===== src/rtl/axi_line_master.sv =====
`timescale 1ns/1ps
// AXI4 cache-line master: one refill (AR/R) or writeback (AW/W/B) burst at a time.
// Define AXI_LINE_MASTER_ERR_CHK_EN to latch protocol/response errors onto rsp_err.
module axi_line_master #(
   parameter int unsigned ADDR_WTH   = 32,
   parameter int unsigned DATA_WTH   = 256,
   parameter int unsigned ID_WIDTH   = 4,
   parameter int unsigned LINE_BEATS = 2,
   parameter int unsigned AXI_ID     = 0
) (
   input  logic                           clk_i,
   input  logic                           rst_i,
   // line request / completion
   input  logic                           req_valid,
   output logic                           req_ready,
   input  logic                           req_we,
   input  logic [ADDR_WTH-1:0]            req_addr,
   input  logic [LINE_BEATS*DATA_WTH-1:0] req_wdata,
   output logic                           rsp_valid,
   input  logic                           rsp_ready,
   output logic [LINE_BEATS*DATA_WTH-1:0] rsp_rdata,
   output logic                           rsp_err,
   // AR
   output logic [ADDR_WTH-1:0]            araddr,
   output logic [7:0]                     arlen,
   output logic [2:0]                     arsize,
   output logic [1:0]                     arburst,
   output logic [ID_WIDTH-1:0]            arid,
   output logic [3:0]                     arcache,
   output logic                           arlock,
   output logic [2:0]                     arprot,
   output logic [3:0]                     arqos,
   output logic [3:0]                     arregion,
   output logic                           arvalid,
   input  logic                           arready,
   // R
   input  logic [DATA_WTH-1:0]            rdata,
   input  logic [1:0]                     rresp,
   input  logic [ID_WIDTH-1:0]            rid,
   input  logic                           rlast,
   input  logic                           rvalid,
   output logic                           rready,
   // AW
   output logic [ADDR_WTH-1:0]            awaddr,
   output logic [7:0]                     awlen,
   output logic [2:0]                     awsize,
   output logic [1:0]                     awburst,
   output logic [ID_WIDTH-1:0]            awid,
   output logic [3:0]                     awcache,
   output logic                           awlock,
   output logic [2:0]                     awprot,
   output logic [3:0]                     awqos,
   output logic [3:0]                     awregion,
   output logic                           awvalid,
   input  logic                           awready,
   // W
   output logic [DATA_WTH-1:0]            wdata,
   output logic [DATA_WTH/8-1:0]          wstrb,
   output logic                           wlast,
   output logic                           wvalid,
   input  logic                           wready,
   // B
   input  logic [1:0]                     bresp,
   input  logic [ID_WIDTH-1:0]            bid,
   input  logic                           bvalid,
   output logic                           bready
);

   localparam int unsigned OFF_W = $clog2(LINE_BEATS * DATA_WTH / 8);
   localparam int unsigned IDX_W = (LINE_BEATS > 1) ? $clog2(LINE_BEATS) : 1;
   localparam int unsigned CNT_W = IDX_W + 1;
   localparam logic [CNT_W-1:0]    LB_C   = CNT_W'(LINE_BEATS);
   localparam logic [CNT_W-1:0]    LAST_C = CNT_W'(LINE_BEATS - 1);
   localparam logic [2:0]          SIZE_C = 3'($clog2(DATA_WTH / 8));
   localparam logic [ID_WIDTH-1:0] ID_C   = ID_WIDTH'(AXI_ID);

   typedef enum logic [2:0] {
      ST_IDLE, ST_AR, ST_R, ST_AW, ST_W, ST_B, ST_RSP
   } state_e;

   state_e                               state_q, state_d;
   logic [CNT_W-1:0]                     cnt_q, cnt_d;
   logic [ADDR_WTH-1:0]                  addr_q;
   logic [LINE_BEATS-1:0][DATA_WTH-1:0]  wline_q;
   logic [LINE_BEATS-1:0][DATA_WTH-1:0]  rline_q;

   logic accept, r_hs, w_hs, r_store;

   assign accept  = (state_q == ST_IDLE) && req_valid;
   assign r_hs    = (state_q == ST_R) && rvalid;
   assign w_hs    = (state_q == ST_W) && wready;
   assign r_store = r_hs && (cnt_q < LB_C);

   always_comb begin
      state_d = state_q;
      case (state_q)
         ST_IDLE: if (req_valid)           state_d = req_we ? ST_AW : ST_AR;
         ST_AR:   if (arready)             state_d = ST_R;
         ST_R:    if (rvalid && rlast)     state_d = ST_RSP;
         ST_AW:   if (awready)             state_d = ST_W;
         ST_W:    if (wready && cnt_q == LAST_C) state_d = ST_B;
         ST_B:    if (bvalid)              state_d = ST_RSP;
         ST_RSP:  if (rsp_ready)           state_d = ST_IDLE;
         default:                          state_d = ST_IDLE;
      endcase
   end

   // Refill counter saturates at LINE_BEATS so surplus beats stay out of the buffer.
   always_comb begin
      cnt_d = cnt_q;
      if (accept) begin
         cnt_d = '0;
      end else if (r_store) begin
         cnt_d = cnt_q + CNT_W'(1);
      end else if (w_hs) begin
         cnt_d = (cnt_q == LAST_C) ? '0 : cnt_q + CNT_W'(1);
      end
   end

   always_ff @(posedge clk_i or negedge rst_i) begin
      if (!rst_i) begin
         state_q <= ST_IDLE;
         cnt_q   <= '0;
      end else begin
         state_q <= state_d;
         cnt_q   <= cnt_d;
      end
   end

   always_ff @(posedge clk_i or negedge rst_i) begin
      if (!rst_i) begin
         addr_q  <= '0;
         wline_q <= '0;
         rline_q <= '0;
      end else begin
         if (accept) begin
            addr_q  <= {req_addr[ADDR_WTH-1:OFF_W], {OFF_W{1'b0}}};
            wline_q <= req_wdata;
         end
         if (r_store) begin
            rline_q[cnt_q[IDX_W-1:0]] <= rdata;
         end
      end
   end

   logic unused_addr_lsb;
   assign unused_addr_lsb = ^req_addr[OFF_W-1:0];

   assign req_ready = (state_q == ST_IDLE);
   assign rsp_valid = (state_q == ST_RSP);
   assign rsp_rdata = rline_q;

   assign araddr   = addr_q;
   assign arlen    = 8'(LINE_BEATS - 1);
   assign arsize   = SIZE_C;
   assign arburst  = 2'b01;
   assign arid     = ID_C;
   assign arcache  = '0;
   assign arlock   = 1'b0;
   assign arprot   = '0;
   assign arqos    = '0;
   assign arregion = '0;
   assign arvalid  = (state_q == ST_AR);
   assign rready   = (state_q == ST_R);

   assign awaddr   = addr_q;
   assign awlen    = 8'(LINE_BEATS - 1);
   assign awsize   = SIZE_C;
   assign awburst  = 2'b01;
   assign awid     = ID_C;
   assign awcache  = '0;
   assign awlock   = 1'b0;
   assign awprot   = '0;
   assign awqos    = '0;
   assign awregion = '0;
   assign awvalid  = (state_q == ST_AW);

   assign wvalid = (state_q == ST_W);
   assign wdata  = wline_q[cnt_q[IDX_W-1:0]];
   assign wstrb  = '1;
   assign wlast  = (cnt_q == LAST_C);
   assign bready = (state_q == ST_B);

`ifdef AXI_LINE_MASTER_ERR_CHK_EN
   logic err_q, err_d;

   always_comb begin
      err_d = err_q;
      if (accept) begin
         err_d = 1'b0;
      end else if (r_hs && ((rresp != '0) || (rid != ID_C) ||
                            (rlast && cnt_q != LAST_C) || (cnt_q >= LB_C))) begin
         err_d = 1'b1;
      end else if ((state_q == ST_B) && bvalid && ((bresp != '0) || (bid != ID_C))) begin
         err_d = 1'b1;
      end
   end

   always_ff @(posedge clk_i or negedge rst_i) begin
      if (!rst_i) err_q <= 1'b0;
      else        err_q <= err_d;
   end

   assign rsp_err = err_q;
`else
   logic unused_chk;
   assign unused_chk = ^{rresp, rid, bresp, bid};
   assign rsp_err    = 1'b0;
`endif

endmodule


===== config.mk =====
export PLATFORM = sky130hd
export DESIGN_NAME = axi_line_master
export DESIGN_NICKNAME = d
export VERILOG_FILES = /design/src/rtl/axi_line_master.sv
export SDC_FILE = /design/constraint.sdc
export NUM_CORES = 2
export LEC_CHECK = 0
export BUFFER_PORTS_ARGS = -buffer_cell sky130_fd_sc_hd__buf_2
export CAP_MARGIN = 20
export CORE_AREA = 5 5 679 681
export CTS_CLUSTER_DIAMETER = 60
export DETAILED_ROUTE_END_ITERATION = 10
export DIE_AREA = 0 0 684 686
export PLACE_DENSITY = 0.37
export SKIP_CTS_REPAIR_TIMING = 1
export SYNTH_ARGS = -nofsm -noshare
export SYNTH_HDL_FRONTEND = slang
export SYNTH_SLANG_ARGS = --single-unit

===== constraint.sdc =====
create_clock -name clk_i -period 2.8 [get_ports clk_i]
set_input_delay 0.42 -clock clk_i [delete_from_list [all_inputs] [get_ports clk_i]]
set_output_delay 0.42 -clock clk_i [all_outputs]
set_load 0.1 [all_outputs]

# Word level (Yosys, flattened, before mapping)
# Index checks and enable logic that the tools add are counted.
# Widths: inputs -> output; s select.
# totals
regBits,1055
word_cells,53
# op_classes
order_cmp,3
n_eq_ne,14
add_sub_neg,1
n_reduce_logical,10
n_mux,18
# op_table
operator,n
$mux 256,3
$bwmux 512,1
$demux 256 s1,1
$mux 3,7
$pmux 3 s7,1
$mux 2,5
$ne 2x1->1 const B,5
$eq 3x3->1 const B,3
$logic_and 1x1->1,7
$reduce_and 7->1,1
$eq 3x2->1 const B,2
$ne 2x2->1 const B,2
$eq 3x1->1 const B,1
$logic_not 3->1,1
$reduce_bool 3->1,1
$add 2x1->2 const B,1
$eq 2x1->1 const B,1
$lt 1x2->1 const B,1
$lt 2x2->1 const B,1
$ge 1x1->1 const B,1

# Depth between registers and ports, before layout
# depth
word_depth,5
depth_mapped,7
depth_no_buf,4

# Worst setup path before layout
# No wires, ideal clock.
# synth_path
path_kind,register -> output
from,register state_q[2]
to,output port arvalid
path_slack_ps,-409
stages_incl_launch_ff,4
t_required_ps,2380
t_arrival_ps,2789
path_buffers,2
path_cell_list,dfrtp_1 > buf_2 > clkbuf_1 > nor3_1
# synth_between
elab_chain_len,1
# synth_rtl
element,line,rtl
"start, declared",81,"state_e state_q, state_d;"
"start signal, assigned",125,state_q <= state_d;
$eq 3x1->1,163,assign arvalid = (state_q == ST_AR);
"end, declared",34,"output logic arvalid,"
# No other way between the ends.

# Worst setup path in the final report
# layout_path
from,register cnt_q[0]
to,output port wdata[58]
# layout_between
elab_chain_len,2
# layout_rtl
element,line,rtl
"start, declared",82,"logic [CNT_W-1:0] cnt_q, cnt_d;"
"start signal, assigned",126,cnt_q <= cnt_d;
$mux 256 (not written as such) (2 in series),179,assign wdata = wline_q[cnt_q[IDX_W-1:0]];
"end, declared",57,"output logic [DATA_WTH-1:0] wdata,"
# No other way between the ends. The select of a mux whose other input is x is not followed.

==> key figures <==
Run status
  – Status: finished, violations left
  – Failing checks: negative setup slack

CTS
  – TritonCTS Buffers: 160
  – CTS Buffer Depth: 4
  – Clk slew on worst S/H paths: 50 ps
  – CTS tree: yes
  – Htree depth: 4
  – Root Driver: clkbuf_16
  – CTS sink cnt: 1,055
  – Clk_lat worst skew: 860 ps

Cells and area
  – Fin nets: 6,060
  – Final core utilization: 16.6%
  – Layout cell share with drive strength beyond 1: 46.6%
  – Fillcell total: 50,400
  – Area Growth Syn to Fin: 72.6%

Place
  – Port buffer count: 1,632
  – Final RePlAce weighted congestion: 0.921
  – Pre-CTS setup slack: 105 ps
  – Hpwl dp: 256,000 µm

Setup path
  – Worst path buffer plus inverter count: 3
  – CP most frequent cell: buf_12
  – Worst path required time: 2380 ps
  – Largest delay share family, worst path: flip-flops
  – WS Path Type: reg2out
  – Worst-path cell chain: buf_12 -> buf_16 -> mux2_4 -> buf_12
  – Crit end category: output port
  – Worst Path Arrival: 2490 ps
  – CP Launch Type: register
  – Critical Path Fanout Max: 10
  – Slowest cell on the critical path: dfrtp_4
  – Worst stage delay on the critical path: 540 ps

Timing
  – Clock skew: 67.9 ps
  – RSZ-0062 raised after global routing: yes
  – Pins Over Slew Limit: 0
  – Endpoints failing setup: 140
  – Max frequency: 344 MHz
  – Fin crit share: 104%
  – Slew margin rel.: 40.7%
  – Final min period: 2910 ps
  – Worst-Margin Slew: 896 ps
  – Final worst slack: -111 ps
  – Final hold vios: 0

Detailed routing
  – Final WL: 302,000 µm
  – Detail Route Antenna Nets: 0
  – Drt wl/cell: 26.4 µm
  – Via density: 2.94
  – DR pass1 iterations: 5
  – Residual DRC: 0
  – Iteration-0 DRC Markers: 1,425
  – Via count: 33,600

Die
  – FP Rows: 248
  – Initial Util: 9.63%
  – Die W: 684 µm
  – Core area: 0.455 mm²
  – Die Span Y: 686 µm
  – DIE AREA: 0.469 mm²
  – Num ports: 1,762

Global routing
  – Initial antenna violation count: 159
  – Vias in the first global route: 33,300
  – Largest net degree at the start of global routing: 73
  – First-pass GRT wire length: 372,000 µm
  – Gr ovfl total: 0
  – Gr usage total: 12.1%

Synth
  – Register bit total from synthesis: 1,055
  – Post-synthesis sequential area ratio: 60.3%
  – Netlist cell types: 36
  – Synthesized area per cell: 16.3 µm²
  – Mapped cell area: 0.0438 mm²
  – YS warnings: 0
  – Post-synthesis cell count: 2,690

Run
  – Max cap viols: 0

Worst hold path
  – Hold crit path type: in2reg
[metal layers]
metal	GRT usage [%]	wire (µm)	vias to the layer above	share of wire, %
met1	12.9	114000	17200	38
met2	21.3	148000	1341	49
met3	5.70	28300	497	9.4
met4	3.11	11000	82	3.7
li1	-	-	14500	-
met5	0	550	-	0.18
[stage by stage]
step	setup TNS (ps)	instances	hold slack, ps	cell area [µm²]
floorplan	0	2799	124	44200
global placement	0	10300	461	60900
detailed placement	0	10300	468	60900
CTS	-62150	10500	-419	66100
global route	-28780	11400	57.3	75500
finish	-4750	11400	116	75500
[worst register-to-register path, stage by stage (launching register included)]
cell     delay (ps)
dfrtp_1         510
nor3b_4         370
nand2_1         280
nor2_4          180
buf_12          180
buf_4           460
mux2_2          440
[registers in the layout, indices dropped and copies added (netlist names)]
register   cells
state_q        3
rsp_rdata    512
wline_q      512
cnt_q          2
araddr        26
[placed cells by master, fill, tap and decap left out, drive strengths merged, types with 2 or more instances in the layout]
cell,netlist,final
dlygate4sd3,0,796
clkbuf,5,217
nor3,2,2
mux2,1306,1306
nor2b,4,4
nand3,2,2
buf,281,1759
and2,4,4
clkinv,0,26
a32oi,2,2
a21oi,2,2
conb,2,111
nand2,5,5
inv,2,23
nor2,5,5
clkinvlp,0,13
dfrtp,1055,1055
diode,0,51
bufinv,0,10
[synth_stat cells]
cell type,instances,area [µm²]
buf_4,194,1460
clkbuf_1,5,18.8
mux2_4,20,300
dfrtp_1,1055,26400
conb_1,2,7.51
mux2_2,446,5020
nor3_2,1,10.0
nor2_1,4,15.0
a31o_2,1,8.76
or4_1,1,7.51
and2_1,4,25.0
and4_1,1,8.76
nand3_1,1,5.00
nor3_1,1,5.00
buf_6,28,315
a211oi_1,1,7.51
a21oi_1,2,10.0
a311o_1,1,10.0
nor2_4,1,11.3
xor2_1,1,8.76
o31a_1,1,8.76
nor3b_4,1,18.8
buf_1,5,18.8
mux2i_1,1,10.0
buf_8,22,330
nand2_1,5,18.8
a32oi_1,2,17.5
nor2b_1,4,25.0
a41o_1,1,10.0
nand3_2,1,10.0
nand3b_1,1,7.51
inv_1,2,7.51
xnor2_1,1,8.76
buf_2,32,160
mux2_1,840,9460
o211ai_1,1,7.51
[logic make-up after synthesis]
kind of cell    Yosys count  synth area share [%]
other cells               2                0.0172
xor+xnor                  2                0.0400
flops                  1055                  60.3
buf+inv                 288                  5.27
simple gates             26                 0.383
compound gates           10                 0.183
mux                    1307                  33.8
[layout make-up]
cell class              count  area [µm²]  share of cell area (%)
diodes                     51         128                   0.169
clock buffers             210        4400                    5.83
clock inverters            70         865                    1.14
inverters                   2        7.51                 0.00994
multi-input cells        1456       15700                    20.8
flip-flops and latches   1055       26400                    35.0
well taps                6000        7510                    9.94
repair buffers           2562       20500                    27.2
[final timing paths]
kind | from | end | slack [ps] | depth (start not counted)
hold reg to reg | wline_q[249] | wline_q[249] | 470 | 1
max in group asynchronous | rst_i | rsp_rdata[323] | 1280 | 3
setup reg to reg | state_q[0] | rsp_rdata[255] | 260 | 6
hold / removal | req_we | state_q[1] | 120 | 4
setup / recovery | cnt_q[0] | wdata[58] | -110 | 4
min in group asynchronous | rst_i | wline_q[66] | 310 | 2
Power is not shown: default switching activity piles up to over one toggle a cycle in this logic, so the estimate is an artifact.
